===== config.mk =====
export PLATFORM = sky130hd
export DESIGN_NAME = pe_mx
export DESIGN_NICKNAME = d
export VERILOG_FILES = /design/src/rtl/pe_mx.sv
export SDC_FILE = /design/constraint.sdc
export NUM_CORES = 1
export LEC_CHECK = 0
export CAP_MARGIN = 25
export CORE_MARGIN = 1.5
export CORE_UTILIZATION = 50
export DETAILED_ROUTE_END_ITERATION = 6
export PLACE_DENSITY = 0.7
export SETUP_SLACK_MARGIN = 0.2
export SLEW_MARGIN = 20
export SYNTH_ARGS = -nofsm -noshare
export SYNTH_HDL_FRONTEND = slang
export SYNTH_SLANG_ARGS = --single-unit

===== constraint.sdc =====
create_clock -name clk -period 8.3 [get_ports clk]
set_clock_uncertainty 0.1 [all_clocks]
set_input_delay 0.83 -clock clk [delete_from_list [all_inputs] [get_ports clk]]
set_output_delay 0.83 -clock clk [all_outputs]
set_load 0.02 [all_outputs]

===== src/rtl/pe_mx.sv =====
// FP8 (E4M3/E5M2) systolic multiply-accumulate PE with drain handshake.
// Define PE_MX_SAT_EN for a saturating accumulator with a sticky ovf flag.
module pe_mx #(
    parameter int ACC_W     = 24,
    parameter int FRAC_BITS = 8
) (
    input  logic             clk,
    input  logic             rst,
    input  logic             clear,
    input  logic             fmt,
    input  logic             in_valid,
    input  logic [7:0]       a_in,
    input  logic [7:0]       b_in,
    output logic [7:0]       a_out,
    output logic [7:0]       b_out,
    output logic             valid_out,
    input  logic             drain,
    output logic [ACC_W-1:0] c_out,
    output logic             c_valid,
    output logic             nan_seen,
    output logic             ovf
);
    localparam logic [ACC_W-1:0] MAG_MAX = {1'b0, {(ACC_W-1){1'b1}}};

    function automatic logic [3:0] sig_of(input logic [7:0] x, input logic f);
        if (f) return {|x[6:2], x[1:0], 1'b0};
        return {|x[6:3], x[2:0]};
    endfunction

    function automatic logic [4:0] exp_of(input logic [7:0] x, input logic f);
        logic [4:0] e;
        e = f ? x[6:2] : {1'b0, x[6:3]};
        return (e == 5'd0) ? 5'd1 : e;
    endfunction

    function automatic logic is_special(input logic [7:0] x, input logic f);
        return f ? (&x[6:2]) : (&x[6:0]);
    endfunction

    // Any shift that reaches the sign bit clamps, so a 64-bit window is enough.
    function automatic logic [ACC_W-1:0] align(input logic [7:0] p, input logic signed [9:0] s);
        logic [63:0] wide;
        int sh;
        sh = int'(s);
        if (sh < 0) return (-sh >= 8) ? '0 : ACC_W'(p >> -sh);
        if (sh >= ACC_W - 1) return (p == 8'd0) ? '0 : MAG_MAX;
        wide = 64'(p) << sh;
        return (wide > 64'(MAG_MAX)) ? MAG_MAX : wide[ACC_W-1:0];
    endfunction

`ifdef PE_MX_SAT_EN
    function automatic logic clamps(input logic [7:0] p, input logic signed [9:0] s);
        int sh;
        sh = int'(s);
        if (sh < 0 || p == 8'd0) return 1'b0;
        if (sh >= ACC_W - 1) return 1'b1;
        return (64'(p) << sh) > 64'(MAG_MAX);
    endfunction

    function automatic logic [ACC_W:0] sat_add(input logic signed [ACC_W-1:0] a,
                                               input logic [ACC_W-1:0] m, input logic neg);
        logic signed [ACC_W:0] sum;
        logic signed [ACC_W:0] lim;
        lim = $signed({1'b0, MAG_MAX});
        sum = neg ? ($signed({a[ACC_W-1], a}) - $signed({1'b0, m}))
                  : ($signed({a[ACC_W-1], a}) + $signed({1'b0, m}));
        if (sum > lim) return {1'b1, MAG_MAX};
        if (sum < -lim) return {1'b1, ACC_W'(-lim)};
        return {1'b0, sum[ACC_W-1:0]};
    endfunction
`endif

    logic [4:0]              ea, eb;
    int                      bias;
    logic                    spec_c;
    logic [7:0]              prod_c;
    logic signed [9:0]       shift_c;
    logic                    vld_p1, sign_p1, spec_p1;
    logic [7:0]              prod_p1;
    logic signed [9:0]       shift_p1;
    logic [ACC_W-1:0]        mag_p2;
    logic signed [ACC_W-1:0] acc, acc_next;

    always_comb begin
        bias    = fmt ? 15 : 7;
        ea      = exp_of(a_in, fmt);
        eb      = exp_of(b_in, fmt);
        spec_c  = is_special(a_in, fmt) | is_special(b_in, fmt);
        prod_c  = spec_c ? 8'd0 : sig_of(a_in, fmt) * sig_of(b_in, fmt);
        shift_c = 10'(int'(ea) + int'(eb) - 2 * bias - 6 + FRAC_BITS);
    end

    // Stage 1: decode/multiply register plus east/south forwarding
    always_ff @(posedge clk) begin
        if (!rst) begin
            a_out     <= '0;
            b_out     <= '0;
            valid_out <= 1'b0;
            vld_p1    <= 1'b0;
            sign_p1   <= 1'b0;
            spec_p1   <= 1'b0;
            prod_p1   <= '0;
            shift_p1  <= '0;
        end else begin
            a_out     <= a_in;
            b_out     <= b_in;
            valid_out <= in_valid;
            vld_p1    <= in_valid;
            sign_p1   <= in_valid & (a_in[7] ^ b_in[7]);
            spec_p1   <= in_valid & spec_c;
            prod_p1   <= in_valid ? prod_c : 8'd0;
            shift_p1  <= in_valid ? shift_c : 10'sd0;
        end
    end

    // Stage 2: align and accumulate
`ifdef PE_MX_SAT_EN
    logic sat_evt, ovf_evt;
    always_comb begin
        mag_p2              = vld_p1 ? align(prod_p1, shift_p1) : '0;
        {sat_evt, acc_next} = sat_add(acc, mag_p2, sign_p1);
        ovf_evt             = vld_p1 & (sat_evt | clamps(prod_p1, shift_p1));
    end

    always_ff @(posedge clk) begin
        if (!rst) ovf <= 1'b0;
        else      ovf <= clear ? 1'b0 : (ovf | ovf_evt);
    end
`else
    always_comb begin
        mag_p2   = vld_p1 ? align(prod_p1, shift_p1) : '0;
        acc_next = sign_p1 ? (acc - $signed(mag_p2)) : (acc + $signed(mag_p2));
    end

    assign ovf = 1'b0;
`endif

    // Drain snapshots the pre-clear sum so clear+drain turns a tile over seamlessly.
    always_ff @(posedge clk) begin
        if (!rst) begin
            acc      <= '0;
            nan_seen <= 1'b0;
            c_out    <= '0;
            c_valid  <= 1'b0;
        end else begin
            acc      <= clear ? '0 : acc_next;
            nan_seen <= clear ? 1'b0 : (nan_seen | (vld_p1 & spec_p1));
            c_valid  <= drain;
            if (drain) c_out <= acc_next;
        end
    end
endmodule


==> flow_summary.yaml <==
run_status:
  outcome: "complete, no violations"
synthesis:
  ys.flop_type: "dfxtp_1"
  yosysTopAreaCellShare_pct: 22.3
  synth_common_cells: "86 x dfxtp_1, 84 x nor2_1, 68 x nand2_1"
  synth_fp_nets: 1050
  ys_seq_area_share_pct: 22.3
  yosysMostFrequentCell: "dfxtp_1"
  synth_area_sq_um: 7710
  synth_area_leaders: "dfxtp_1 22%, ha_1 9.3%, mux2i_1 4.7%"
  synth-seq-cells: 86
  synth.distinct_cells: 85
  synth_top_cell_by_area: "dfxtp_1"
  yosys_warnings: 0
  async_flop_share_pct: 0
  synth_edf_count: 0
  synth_area_per_cell_sq_um: 7.98
  synthCells: 966
clock_tree:
  clk_pin_slew_ns: 0.07
  root_buffer: "clkbuf_16"
  cts_tree: "built"
  hold_buffers: 0
  post_cts_resized: 0
  cts_made_buffers: 9
  cts_setup_buffers: 0
  clk_latency_ns: 0.35
  cts_sinks: 86
  htreeDepth: 3
  clockBufferDepth: 2
routing:
  dr_total_vias: 7235
  wl_mm: 20.5
  drt_iter0_drc: 674
  dr.pass1.iters: 7
  drt-vias-per-instance: 6.11
  ant_nets: 0
  routedWlPerCell_um: 17.3
  drc: 0
setup_path:
  crit_arrival_ns: 7.42
  startpoint_type: "flop"
  critical_path.endpoint_type: "flop"
  timing_worst_setup_path_type: "reg2reg"
  cp.required_ns: 8.44
  path_max_fanout: 23
sta:
  rsz0062_at_grt: "false"
  setup_ws_ns: 1.03
  finalCritPeriodShare_pct: 87.6
  hold_viol_final: 0
  max_slew_margin_pct: 34.0
  fmax_ghz: 0.138
  whs_ns: 0.371
  period_minus_slack_ns: 7.27
  finalMaxSlewViolations: 0
  setup_violations: 0
  tightestPinTransition_ns: 0.989
  tns_ns: 0
floorplan:
  num_rows: 45
  fp.dieArea_sq_um: 16200
  ios: 66
  core-area_sq_um: 15100
  die_y_um: 127
  die_w_um: 127
  initial_core_util_pct: 50.9
cells_and_area:
  n_antenna_cell: 0
  area_growth_pct: 12.6
  fillCellCount: 1413
  nets: 1076
  drive_gt1_share_pct: 6.72
  design_area_sq_um: 8680
placement:
  dp_slack_ns: 1.17
  io_buffers: 64
  dp_hpwl_mm: 15.2
  gp_congestion: 0.975
  place_area_sq_um: 8370
grt:
  overflow: 0
  grt_use_total_pct: 25.8
  grt_pass1_wl_mm: 33.8
  antenna_found_initial: 0
  grt_max_degree: 66
  grt_pass1_vias: 6649
power:
  vdd_ir_drop_max_uv: 203
  p_total_mw: 2.80
  leakage_nw: 3.66
  cellPowerDensity_nw_per_um2: 322
run:
  drv_cap: 0
min_path:
  hold_path.class: "reg2reg"
## per-stage QoR
stage	utilization [%]	std cells
after CTS	57.2	1184
after detailed placement	55.3	1168
after floorplan	-	966
after global placement	55.3	1168
final	57.3	1185
after global routing	57.3	1185
## cell usage in the layout (no fill, tap or decap), drive strengths merged, types with 26 or more instances in the layout
master | synthesis | layout
nor2b | 34 | 34
o21ai | 44 | 44
and2 | 36 | 36
a21oi | 63 | 63
inv | 33 | 39
dfxtp | 86 | 86
mux2i | 36 | 36
ha | 57 | 57
nand2 | 68 | 68
clkdlybuf4s50 | 0 | 63
xnor2 | 26 | 26
nor3 | 35 | 35
nor2 | 84 | 84
## power by group
group	internal, mW	switching (mW)	leakage [nW]
Combinational	0.766	1.02	2.81
Clock	0.213	0.192	0.147
Sequential	0.519	0.0888	0.709
Total	1.50	1.30	3.66
## sequential cells by signal, indices dropped and copies added (netlist names)
signal,cells
nan_seen,1
c_valid,1
shift_p1,9
c_out,24
sign_p1,1
acc,24
prod_p1,8
spec_p1,1
a_out,8
b_out,8
vld_p1,1
## final timing paths
kind / startpoint / cells after the start / endpoint / slack [ns]
worst min register to register: spec_p1 / 2 / nan_seen / 0.37
worst max-delay path: shift_p1[0] / 26 / c_out[22] / 1.03
worst min-delay path: spec_p1 / 2 / nan_seen / 0.37
worst max register to register: shift_p1[0] / 26 / c_out[22] / 1.03
## kinds of logic (layout without fill, tap and decap cells)
group           Yosys count  count (layout)  synth area share [%]
compound gates          230             230                  19.9
xor+xnor                 51              51                  5.80
fa+ha+maj                62              62                  10.6
buf+inv                  93             124                  5.18
flops                    86              86                  22.3
mux                      55              55                  8.62
other cells               1               1                0.0487
simple gates            388             388                  27.6
## cell type report
type / instances / area (sq um) / share of cell area [%]
Tap cell: 188 / 235 / 2.71
Sequential cell: 86 / 1720 / 19.8
Clock inverter: 7 / 68.8 / 0.793
Clock buffer: 9 / 225 / 2.60
Multi-Input combinational cell: 787 / 5590 / 64.4
Inverter: 34 / 128 / 1.47
Timing Repair Buffer: 74 / 711 / 8.19
## metal layers
metal | GRT usage (%) | wire [um] | part of all wire, % | vias to the layer above
met5 | 0 | 0 | 0 | -
met4 | 10.4 | 653 | 3.2 | 0
met3 | 4.19 | 1430 | 7.0 | 48
met2 | 38.9 | 8510 | 41 | 276
met1 | 36.7 | 9920 | 48 | 3368
li1 | - | - | - | 3543
## critical path, stage by stage, from the launching register on
cell	delay (ns)
dfxtp_1	0.88
clkinv_1	0.47
ha_1	0.41
nor2b_1	0.21
nand3_1	0.16
ha_1	0.13
nor4bb_1	0.22
nand4_1	0.21
nor3_1	0.17
and3_1	0.31
a21oi_1	0.09
or3_1	0.35
ha_1	0.24
nor2_1	0.14
xor2_1	0.17
ha_1	0.27
nor2b_1	0.14
o21a_1	0.17
o21ai_0	0.33
a211o_1	0.22
a31oi_1	0.15
a41oi_1	0.39
o21ai_0	0.15
a21oi_1	0.28
o21ai_0	0.23
and4b_1	0.24
a311o_1	0.31
No activity file was read; power rests on OpenSTA's default activity.
